File: src/rtl/usb_fs_out_ctrl.sv
// usb_fs_out_ctrl: OUT/SETUP receive-path protocol controller for a full-speed
// USB device. Tracks token + data transactions, forwards payload bytes (never
// the trailing CRC16) to the selected endpoint buffer and requests a handshake.
// Build option: define USB_OUT_TOGGLE_EN for per-endpoint data toggle tracking
// and retransmission detection; without it any valid DATA0/DATA1 is accepted.
module usb_fs_out_ctrl #(
  parameter int NUM_EP  = 4,
  parameter int MAX_PKT = 64,
  parameter int TIMEOUT = 64
) (
  input  logic              clk,
  input  logic              reset_n,
  input  logic [6:0]        dev_addr,
  input  logic              rx_pkt_start,
  input  logic              rx_pkt_end,
  input  logic [3:0]        rx_pid,
  input  logic [6:0]        rx_addr,
  input  logic [3:0]        rx_endp,
  input  logic              rx_valid_packet,
  input  logic              rx_data_put,
  input  logic [7:0]        rx_data,
  input  logic [NUM_EP-1:0] ep_out_ready,
  input  logic [NUM_EP-1:0] ep_stall,
  output logic [3:0]        ep_sel,
  output logic              ep_data_put,
  output logic [7:0]        ep_data,
  output logic              ep_commit,
  output logic              ep_abort,
  output logic              ep_setup,
  output logic              hs_req,
  output logic [3:0]        hs_pid,
  input  logic              hs_ack
);

  localparam logic [3:0] PID_OUT   = 4'b0001;
  localparam logic [3:0] PID_SETUP = 4'b1101;
  localparam logic [3:0] PID_DATA0 = 4'b0011;
  localparam logic [3:0] PID_DATA1 = 4'b1011;
  localparam logic [3:0] PID_ACK   = 4'b0010;
  localparam logic [3:0] PID_NAK   = 4'b1010;
  localparam logic [3:0] PID_STALL = 4'b1110;

  typedef enum logic [2:0] {
    S_IDLE,
    S_TOKEN_CHK,
    S_DATA_WAIT,
    S_DATA_RX,
    S_DATA_CHK,
    S_HS
  } state_t;

  state_t      state;
  logic        tok_setup;
  logic [6:0]  tok_addr;
  logic [3:0]  tok_endp;
  logic [3:0]  data_pid;
  logic [7:0]  byte_cnt;
  logic        babble;
  logic [15:0] tmo_cnt;
  logic        vld_p0;
  logic        vld_p1;
  logic [7:0]  hold_p0;
  logic [7:0]  hold_p1;
  logic [15:0] ready_ext;
  logic [15:0] stall_ext;
`ifdef USB_OUT_TOGGLE_EN
  logic [15:0] toggle;
`endif

  // Endpoint flags widened to 16 so the 4-bit ep_sel always indexes in range
  assign ready_ext = 16'(ep_out_ready);
  assign stall_ext = 16'(ep_stall);

  function automatic logic is_data_pid(input logic [3:0] pid);
    return (pid == PID_DATA0) || (pid == PID_DATA1);
  endfunction

  // Two-byte holding pipe: a byte is only released once two newer bytes
  // arrived, so the final two (CRC16) bytes are never forwarded
  always_ff @(posedge clk) begin
    if (state == S_DATA_RX && rx_data_put) begin
      hold_p1 <= hold_p0;
      hold_p0 <= rx_data;
    end
  end

  // Transaction FSM with registered endpoint and handshake outputs
  always_ff @(posedge clk or negedge reset_n) begin
    if (!reset_n) begin
      state       <= S_IDLE;
      tok_setup   <= 1'b0;
      tok_addr    <= '0;
      tok_endp    <= '0;
      data_pid    <= '0;
      byte_cnt    <= '0;
      babble      <= 1'b0;
      tmo_cnt     <= '0;
      vld_p0      <= 1'b0;
      vld_p1      <= 1'b0;
      ep_sel      <= '0;
      ep_data_put <= 1'b0;
      ep_data     <= '0;
      ep_commit   <= 1'b0;
      ep_abort    <= 1'b0;
      ep_setup    <= 1'b0;
      hs_req      <= 1'b0;
      hs_pid      <= '0;
`ifdef USB_OUT_TOGGLE_EN
      toggle      <= '0;
`endif
    end else begin
      ep_data_put <= 1'b0;
      ep_commit   <= 1'b0;
      ep_abort    <= 1'b0;
      case (state)
        S_IDLE: begin
          if (rx_pkt_end && (rx_pid == PID_OUT || rx_pid == PID_SETUP)) begin
            tok_setup <= (rx_pid == PID_SETUP);
            tok_addr  <= rx_addr;
            tok_endp  <= rx_endp;
            state     <= S_TOKEN_CHK;
          end
        end
        S_TOKEN_CHK: begin
          if (rx_pkt_start) begin
            state <= S_IDLE;
          end else if (rx_valid_packet && tok_addr == dev_addr &&
                       {1'b0, tok_endp} < 5'(NUM_EP)) begin
            ep_sel   <= tok_endp;
            ep_setup <= tok_setup;
            byte_cnt <= '0;
            babble   <= 1'b0;
            tmo_cnt  <= '0;
            vld_p0   <= 1'b0;
            vld_p1   <= 1'b0;
            state    <= S_DATA_WAIT;
          end else begin
            state <= S_IDLE;
          end
        end
        S_DATA_WAIT: begin
          if (rx_pkt_start) begin
            state <= S_DATA_RX;
          end else if (tmo_cnt == 16'(TIMEOUT - 1)) begin
            ep_setup <= 1'b0;
            state    <= S_IDLE;
          end else begin
            tmo_cnt <= tmo_cnt + 16'd1;
          end
        end
        S_DATA_RX: begin
          if (rx_pkt_start) begin
            // framing error: drop anything already handed to the buffer
            ep_abort <= (byte_cnt != 8'd0) || babble;
            ep_setup <= 1'b0;
            state    <= S_IDLE;
          end else if (rx_pkt_end) begin
            data_pid <= rx_pid;
            state    <= S_DATA_CHK;
          end else if (rx_data_put) begin
            vld_p0 <= 1'b1;
            vld_p1 <= vld_p0;
            if (vld_p1) begin
              if (babble || byte_cnt == 8'(MAX_PKT)) begin
                babble <= 1'b1;
              end else begin
                ep_data_put <= 1'b1;
                ep_data     <= hold_p1;
                byte_cnt    <= byte_cnt + 8'd1;
              end
            end
          end
        end
        S_DATA_CHK: begin
          ep_setup <= 1'b0;
          state    <= S_IDLE;
          if (!rx_valid_packet || !is_data_pid(data_pid) || babble) begin
            ep_abort <= 1'b1;
          end else if (ep_setup) begin
            // SETUP must always be accepted regardless of halt state
            if (ready_ext[ep_sel]) begin
              ep_commit <= 1'b1;
              hs_req    <= 1'b1;
              hs_pid    <= PID_ACK;
              state     <= S_HS;
`ifdef USB_OUT_TOGGLE_EN
              toggle[ep_sel] <= 1'b1;
`endif
            end else begin
              ep_abort <= 1'b1;
            end
          end else if (stall_ext[ep_sel]) begin
            ep_abort <= 1'b1;
            hs_req   <= 1'b1;
            hs_pid   <= PID_STALL;
            state    <= S_HS;
          end else if (!ready_ext[ep_sel]) begin
            ep_abort <= 1'b1;
            hs_req   <= 1'b1;
            hs_pid   <= PID_NAK;
            state    <= S_HS;
          end else begin
            hs_req <= 1'b1;
            hs_pid <= PID_ACK;
            state  <= S_HS;
`ifdef USB_OUT_TOGGLE_EN
            // a mismatched toggle is a retransmission the host missed our ACK for
            if ((data_pid == PID_DATA1) == toggle[ep_sel]) begin
              ep_commit      <= 1'b1;
              toggle[ep_sel] <= ~toggle[ep_sel];
            end else begin
              ep_abort <= 1'b1;
            end
`else
            ep_commit <= 1'b1;
`endif
          end
        end
        S_HS: begin
          if (hs_ack) begin
            hs_req <= 1'b0;
            state  <= S_IDLE;
          end
        end
        default: state <= S_IDLE;
      endcase
    end
  end

endmodule

File: config.mk
export PLATFORM = sky130hd
export DESIGN_NAME = usb_fs_out_ctrl
export DESIGN_NICKNAME = d
export VERILOG_FILES = /design/src/rtl/usb_fs_out_ctrl.sv
export SDC_FILE = /design/constraint.sdc
export NUM_CORES = 1
export LEC_CHECK = 0
export ABC_AREA = 1
export BUFFER_PORTS_ARGS = -buffer_cell sky130_fd_sc_hd__buf_4
export CAP_MARGIN = 20
export CORE_MARGIN = 4
export CORE_UTILIZATION = 50
export DETAILED_ROUTE_END_ITERATION = 8
export GPL_TIMING_DRIVEN = 0
export HOLD_SLACK_MARGIN = 0.06
export PLACE_DENSITY = 0.72
export SLEW_MARGIN = 5
export SYNTH_ARGS = -nofsm -noshare
export SYNTH_HDL_FRONTEND = slang
export SYNTH_SLANG_ARGS = --single-unit
File: constraint.sdc
create_clock -name clk -period 5.3 [get_ports clk]
set_input_delay 0.53 -clock clk [delete_from_list [all_inputs] [get_ports clk]]
set_output_delay 0.53 -clock clk [all_outputs]
set_load 0.05 [all_outputs]
## After elaboration in Yosys (flattened, before gate mapping)

Cells that the tools add are included.
W data, S select, Z words.

| word-level totals | value |
|---|---|
| bits in registers | 83 |
| bits of input ports | 45 |
| word-level logic and storage cells | 166 |

| operators by class | value |
|---|---|
| add/subtract/negate cells | 2 |
| magnitude comparators | 2 |
| eq/ne operators | 31 |
| muxes and demuxes | 77 |
| bitwise logic cells | 4 |
| reductions and logical operators | 30 |

Operator list:

| cell | count |
|---|---|
| $mux W16 | 4 |
| $mux W8 | 7 |
| $mux W1 | 40 |
| $pmux W16 S2 | 1 |
| $ne A2 B2 Y1 const B | 14 |
| $mux W3 | 9 |
| $pmux W3 S6 | 1 |
| $reduce_and A6 Y1 | 3 |
| $add A16 B1 Y16 const B | 1 |
| $eq A16 B6 Y1 const B | 1 |
| $mux W4 | 4 |
| $pmux W8 S2 | 1 |
| $reduce_and A8 Y1 | 2 |
| $pmux W1 S2 | 5 |
| $ne A3 B3 Y1 const B | 3 |
| $reduce_and A3 Y1 | 3 |
| $add A8 B1 Y8 const B | 1 |
| $bmux W1 S4 | 2 |
| $eq A4 B4 Y1 const B | 2 |
| $eq A8 B7 Y1 const B | 1 |
| $reduce_and A4 Y1 | 2 |
| $reduce_bool A8 Y1 | 1 |
| $eq A7 B7 Y1 | 1 |
| $eq A3 B2 Y1 const B | 2 |
| 18 further kinds | 35 |

## Depth between registers and ports, before layout

| logic depth | value |
|---|---|
| depth after elaboration | 8 |
| depth in mapped cells | 11 |
| mapped depth without buffers | 11 |

## Worst setup path after synthesis

Ideal clock, no wire load.

| timing path | value |
|---|---|
| path kind | reg-to-reg |
| start point | reg state[2] |
| end point | reg hold_p0[0] (enable) |
| setup time | 389 ps |
| arrival | 1507 ps |
| data required time | 4911 ps |
| setup slack | 3404 ps |
| stages on the path, launching flop included | 6 |
| path buffers | 0 |
| period minus slack after synthesis | 1896 ps |
| cells stage by stage | dfrtp_1 inv_2 nand2_2 nor2_4 inv_2 nor2_1 |

| on the way | value |
|---|---|
| longest elaborated chain between the ends | 2 |

RTL lines:

| element | line | text |
|---|---|---|
| start: declaration | 52 | `state_t state;` |
| start signal: assignment | 90 | `state <= S_IDLE;` |
| start signal: assignment | 121 | `state <= S_TOKEN_CHK;` |
| start signal: assignment | 126 | `state <= S_IDLE;` |
| $eq A3 B2 Y1 | 81 | `if (state == S_DATA_RX && rx_data_put) begin` |
| $logic_and A1 B1 Y1 | 81 |  |
| end signal: assignment | 83 | `hold_p0 <= rx_data;` |
| end: declaration | 62 | `logic [7:0] hold_p0;` |

No other way between the ends.
A chain may end at the register's enable or synchronous reset.

## Worst setup path after layout

| timing path | value |
|---|---|
| start point | reg state[2] |
| end point | reg hold_p1[2] (enable) |

| on the way | value |
|---|---|
| longest elaborated chain between the ends | 2 |

RTL lines:

| element | line | text |
|---|---|---|
| $eq A3 B2 Y1 | 81 |  |
| $logic_and A1 B1 Y1 | 81 |  |
| end signal: assignment | 82 | `hold_p1 <= hold_p0;` |
| end: declaration | 63 | `logic [7:0] hold_p1;` |

No other way between the ends.

==> out/results.md <==
• post-CTS setup buffer count: 0
• Worst VDD drop: 0.229 mV
• Worst path max stage delay: 0.47 ns
• post-layout min period: 1.87 ns
• setup violation total in the final timing report: 0
• number of top-level design ports: 66
• worst slew slack as a fraction of its limit: 45.3%
• area of the die: 9820 um2
• highest metal used: met4
• Slowest cell on crit path: sky130_fd_sc_hd__dfrtp_1
• final number of max-transition violations: 0
• vias after detailed routing: 3450
• standard-cell rows: 32
• power per unit of standard cell area: 334 nW/um2
• FILL cells: 696
• syn nets: 566
• MaxCap Viol Count: 0
• area growth from synthesis to layout: 19.3%
• data required time of the worst path: 5.36 ns
• worst hold path type: input port to asynchronous set/reset pin
• status: finished clean
• CP endpoint kind: flip-flop
• Clock Latency Late Sink: 0.36 ns
• sum of routed wire segments on met1: 4030 um
• cells taking the most area after synthesis: sky130_fd_sc_hd__dfrtp_1, sky130_fd_sc_hd__nand2_1, sky130_fd_sc_hd__edfxtp_1
• total standard cell area after synthesis: 4150 um2
• clock-pin slew reported for the worst setup and hold paths after clock tree synthesis: 0.09 ns
• Initial Util: 52.6%
• dominant cell type by count on the critical path: sky130_fd_sc_hd__inv_2
• Final #Nets: 642
• total number of yosys warnings: 0
• chip width: 99.1 um
• post-synthesis sequential element count: 81
• Detailed Route Iter0 Violations: 175
• area of the core region: 7890 um2
• RSZ-0062 raised after global routing: no
• Least-Margin Pin Slew: 0.820 ns
• antenna violations before repair: 0
• combined global-route utilization of all metal layers: 19.3%
• number of cells upsized or downsized after cts: 0
• crit start category: flip-flop
• Chip Height: 99.1 um
• leftover overflow at the end of global routing: 0
• skew final: 0.00705 ns
• routed wl met2: 4260 um
• Post-Syn Instances: 518
• leakage power: 0.00247 uW
• fraction of final layout cells with drive strength greater than 1: 19.0%
• via count of the first global-routing pass: 3459
• number of antenna repair diodes: 0
• H-tree lvl count: 3
• cell-by-cell trace of the critical path: inv_2 > nand2_2 > nor2_4 > inv_2 > nor2_1 > buf_4
• final HPWL from detailed placement: 6460 um
• final routed wirelength across all metal layers: 8810 um
• Yosys top cell area share: 39.2%
• post-synth top area cell: sky130_fd_sc_hd__dfrtp_1
• clock tree from TritonCTS: yes
• count of nets left with antenna violations after detail routing: 0
• final worst-path cycle share: 35.3%
• wire length of the first global-routing pass: 15600 um
• sequential element share of the synthesized area: 50.8%
• highest clock rate: 534 MHz
• Arrival @ worst endpoint: 1.93 ns
• routed length per instance: 12.6 um
• critical path peak fanout: 12
• number of endpoints with negative hold slack in the final report: 0
• TritonCTS Buffers: 9
• post-synthesis cell type count: 32
• pin count of the biggest net entering global routing: 66
• Num Clock Sinks: 81
• mean instance size in the synthesized netlist: 8.01 um2
• weighted congestion at the end of routability-driven global placement: 0.898
• Port Buf Inserts: 64
• number of buffers on the longest clock path: 2
• Remaining DRCs: 0
• number of hold-repair buffers added at the cts stage: 0
• via density per instance: 4.92
• met3 routed wirelength: 488 um
• type of the worst setup path: flip-flop to flip-flop
• number of detailed-routing iterations run before antenna repair: 4
• Final Core Density: 62.7%
• root buffer cell: sky130_fd_sc_hd__clkbuf_8
• accumulated negative setup slack: 0 ns
[worst max-delay path: cells and delay by family, from the launching register on]
family / cells / cell delay [ns]
AND/OR/NAND/NOR: 3 / 0.58
flip-flops: 1 / 0.47
buffers and inverters: 3 / 0.52
[synthesized netlist by cell type (all sizes together)]
master and number:
a21oi 9, buf 7, clkbuf 2, conb 1, dfrtp 65, edfxtp 16
ha 3, inv 68, mux2 1, nand2 178, nand3 36, nand3b 2
nand4 15, nor2 57, nor3 8, nor3b 5, o21a 1, o21ai 30
o21bai 1, xnor2 6, xor2 7
[worst paths after layout]
| path | start | endpoint | slack (ns) | cells past startpoint |
|---|---|---|---|---|
| worst min-delay path | reset_n | tmo_cnt[10]$_DFFE_PN0P_ | 0.25 | 1 |
| worst max-delay path | state[2]$_DFFE_PN0P_ | hold_p1[2]$_DFFE_PP_ | 3.43 | 6 |
| min in group clk | rx_data[2] | hold_p0[2]$_DFFE_PP_ | 0.34 | 1 |
| worst min register to register | hold_p0[0]$_DFFE_PP_ | hold_p1[0]$_DFFE_PP_ | 0.42 | 0 |
| worst max register to register | state[2]$_DFFE_PN0P_ | hold_p1[2]$_DFFE_PP_ | 3.43 | 6 |
| max in group asynchronous | reset_n | data_pid[0]$_DFFE_PN0P_ | 4.50 | 1 |
[power by group]
group	internal [uW]	leakage, uW	switching [uW]	total, uW
Combinational	151	0.00138	262	412
Sequential	737	0.00100	75.8	812
Clock	179	0.0000888	248	427
Total	1070	0.00247	585	1650
[metal layers]
layer	up-vias	global-route usage (%)
met1	1584	26.2
met3	4	4.60
met4	0	4.62
met2	74	31.3
met5	-	0
li1	1788	-
[area by class of cell]
class / count / area (um2) / area share (%)
inverter: 68 / 255 / 5.16
timing repair buffer: 65 / 488 / 9.86
clock inverter: 7 / 61.3 / 1.24
multi-input combinational: 360 / 1730 / 34.9
tap: 102 / 128 / 2.58
sequential: 81 / 2110 / 42.6
clock buffer: 9 / 124 / 2.50
buffer: 9 / 57.6 / 1.16
[placed cells by master, fill, tap and decap left out, types with 4 or more instances in the layout]
cell type                  count
sky130_fd_sc_hd__nand2_1     173
sky130_fd_sc_hd__xnor2_1       6
sky130_fd_sc_hd__edfxtp_1     16
sky130_fd_sc_hd__inv_2        10
sky130_fd_sc_hd__nor3_1        6
sky130_fd_sc_hd__clkbuf_8      9
sky130_fd_sc_hd__dfrtp_1      65
sky130_fd_sc_hd__nor3b_1       5
sky130_fd_sc_hd__xor2_1        7
sky130_fd_sc_hd__inv_1        58
sky130_fd_sc_hd__o21ai_0      21
sky130_fd_sc_hd__nand4_1      14
sky130_fd_sc_hd__nand3_1      33
sky130_fd_sc_hd__nor2_1       52
sky130_fd_sc_hd__buf_4        66
sky130_fd_sc_hd__a21oi_1       9
sky130_fd_sc_hd__buf_2         4
sky130_fd_sc_hd__o21ai_1       9
[state kept, by name (all words and copies together), names as in the netlist, 3 cells and up]
signal,flops
ep_sel,4
data_pid,3
byte_cnt,8
hs_pid,3
tmo_cnt,16
ep_data,8
hold_p1,8
hold_p0,8
tok_addr,7
state,3
tok_endp,4
[stage by stage]
step / power [uW] / worst slack, ns / cells / area [um2] / hold slack [ns]
finish: 1650 / 3.43 / 701 / 4950 / 0.250
detailed placement: 1240 / 3.41 / 685 / 4760 / 0.405
floorplan: 1110 / 3.40 / 518 / 4150 / 0.234
global route: 1780 / 3.28 / 701 / 4950 / 0.315
global placement: 1220 / 3.08 / 684 / 4760 / 0.401
CTS: 1670 / 3.42 / 701 / 4950 / 0.292
[logic make-up (layout without fill, tap and decap cells)]
| family | Yosys count | count (layout) | share of synthesized area, % |
|---|---|---|---|
| compound gates | 41 | 41 | 5.07 |
| xor+xnor | 13 | 13 | 2.75 |
| fa+ha+maj | 3 | 3 | 0.905 |
| buf+inv | 77 | 158 | 7.54 |
| flops | 81 | 81 | 50.8 |
| mux | 1 | 1 | 0.271 |
| other cells | 1 | 1 | 0.0904 |
| simple gates | 301 | 301 | 32.6 |
(Power assumes the default switching activity.)
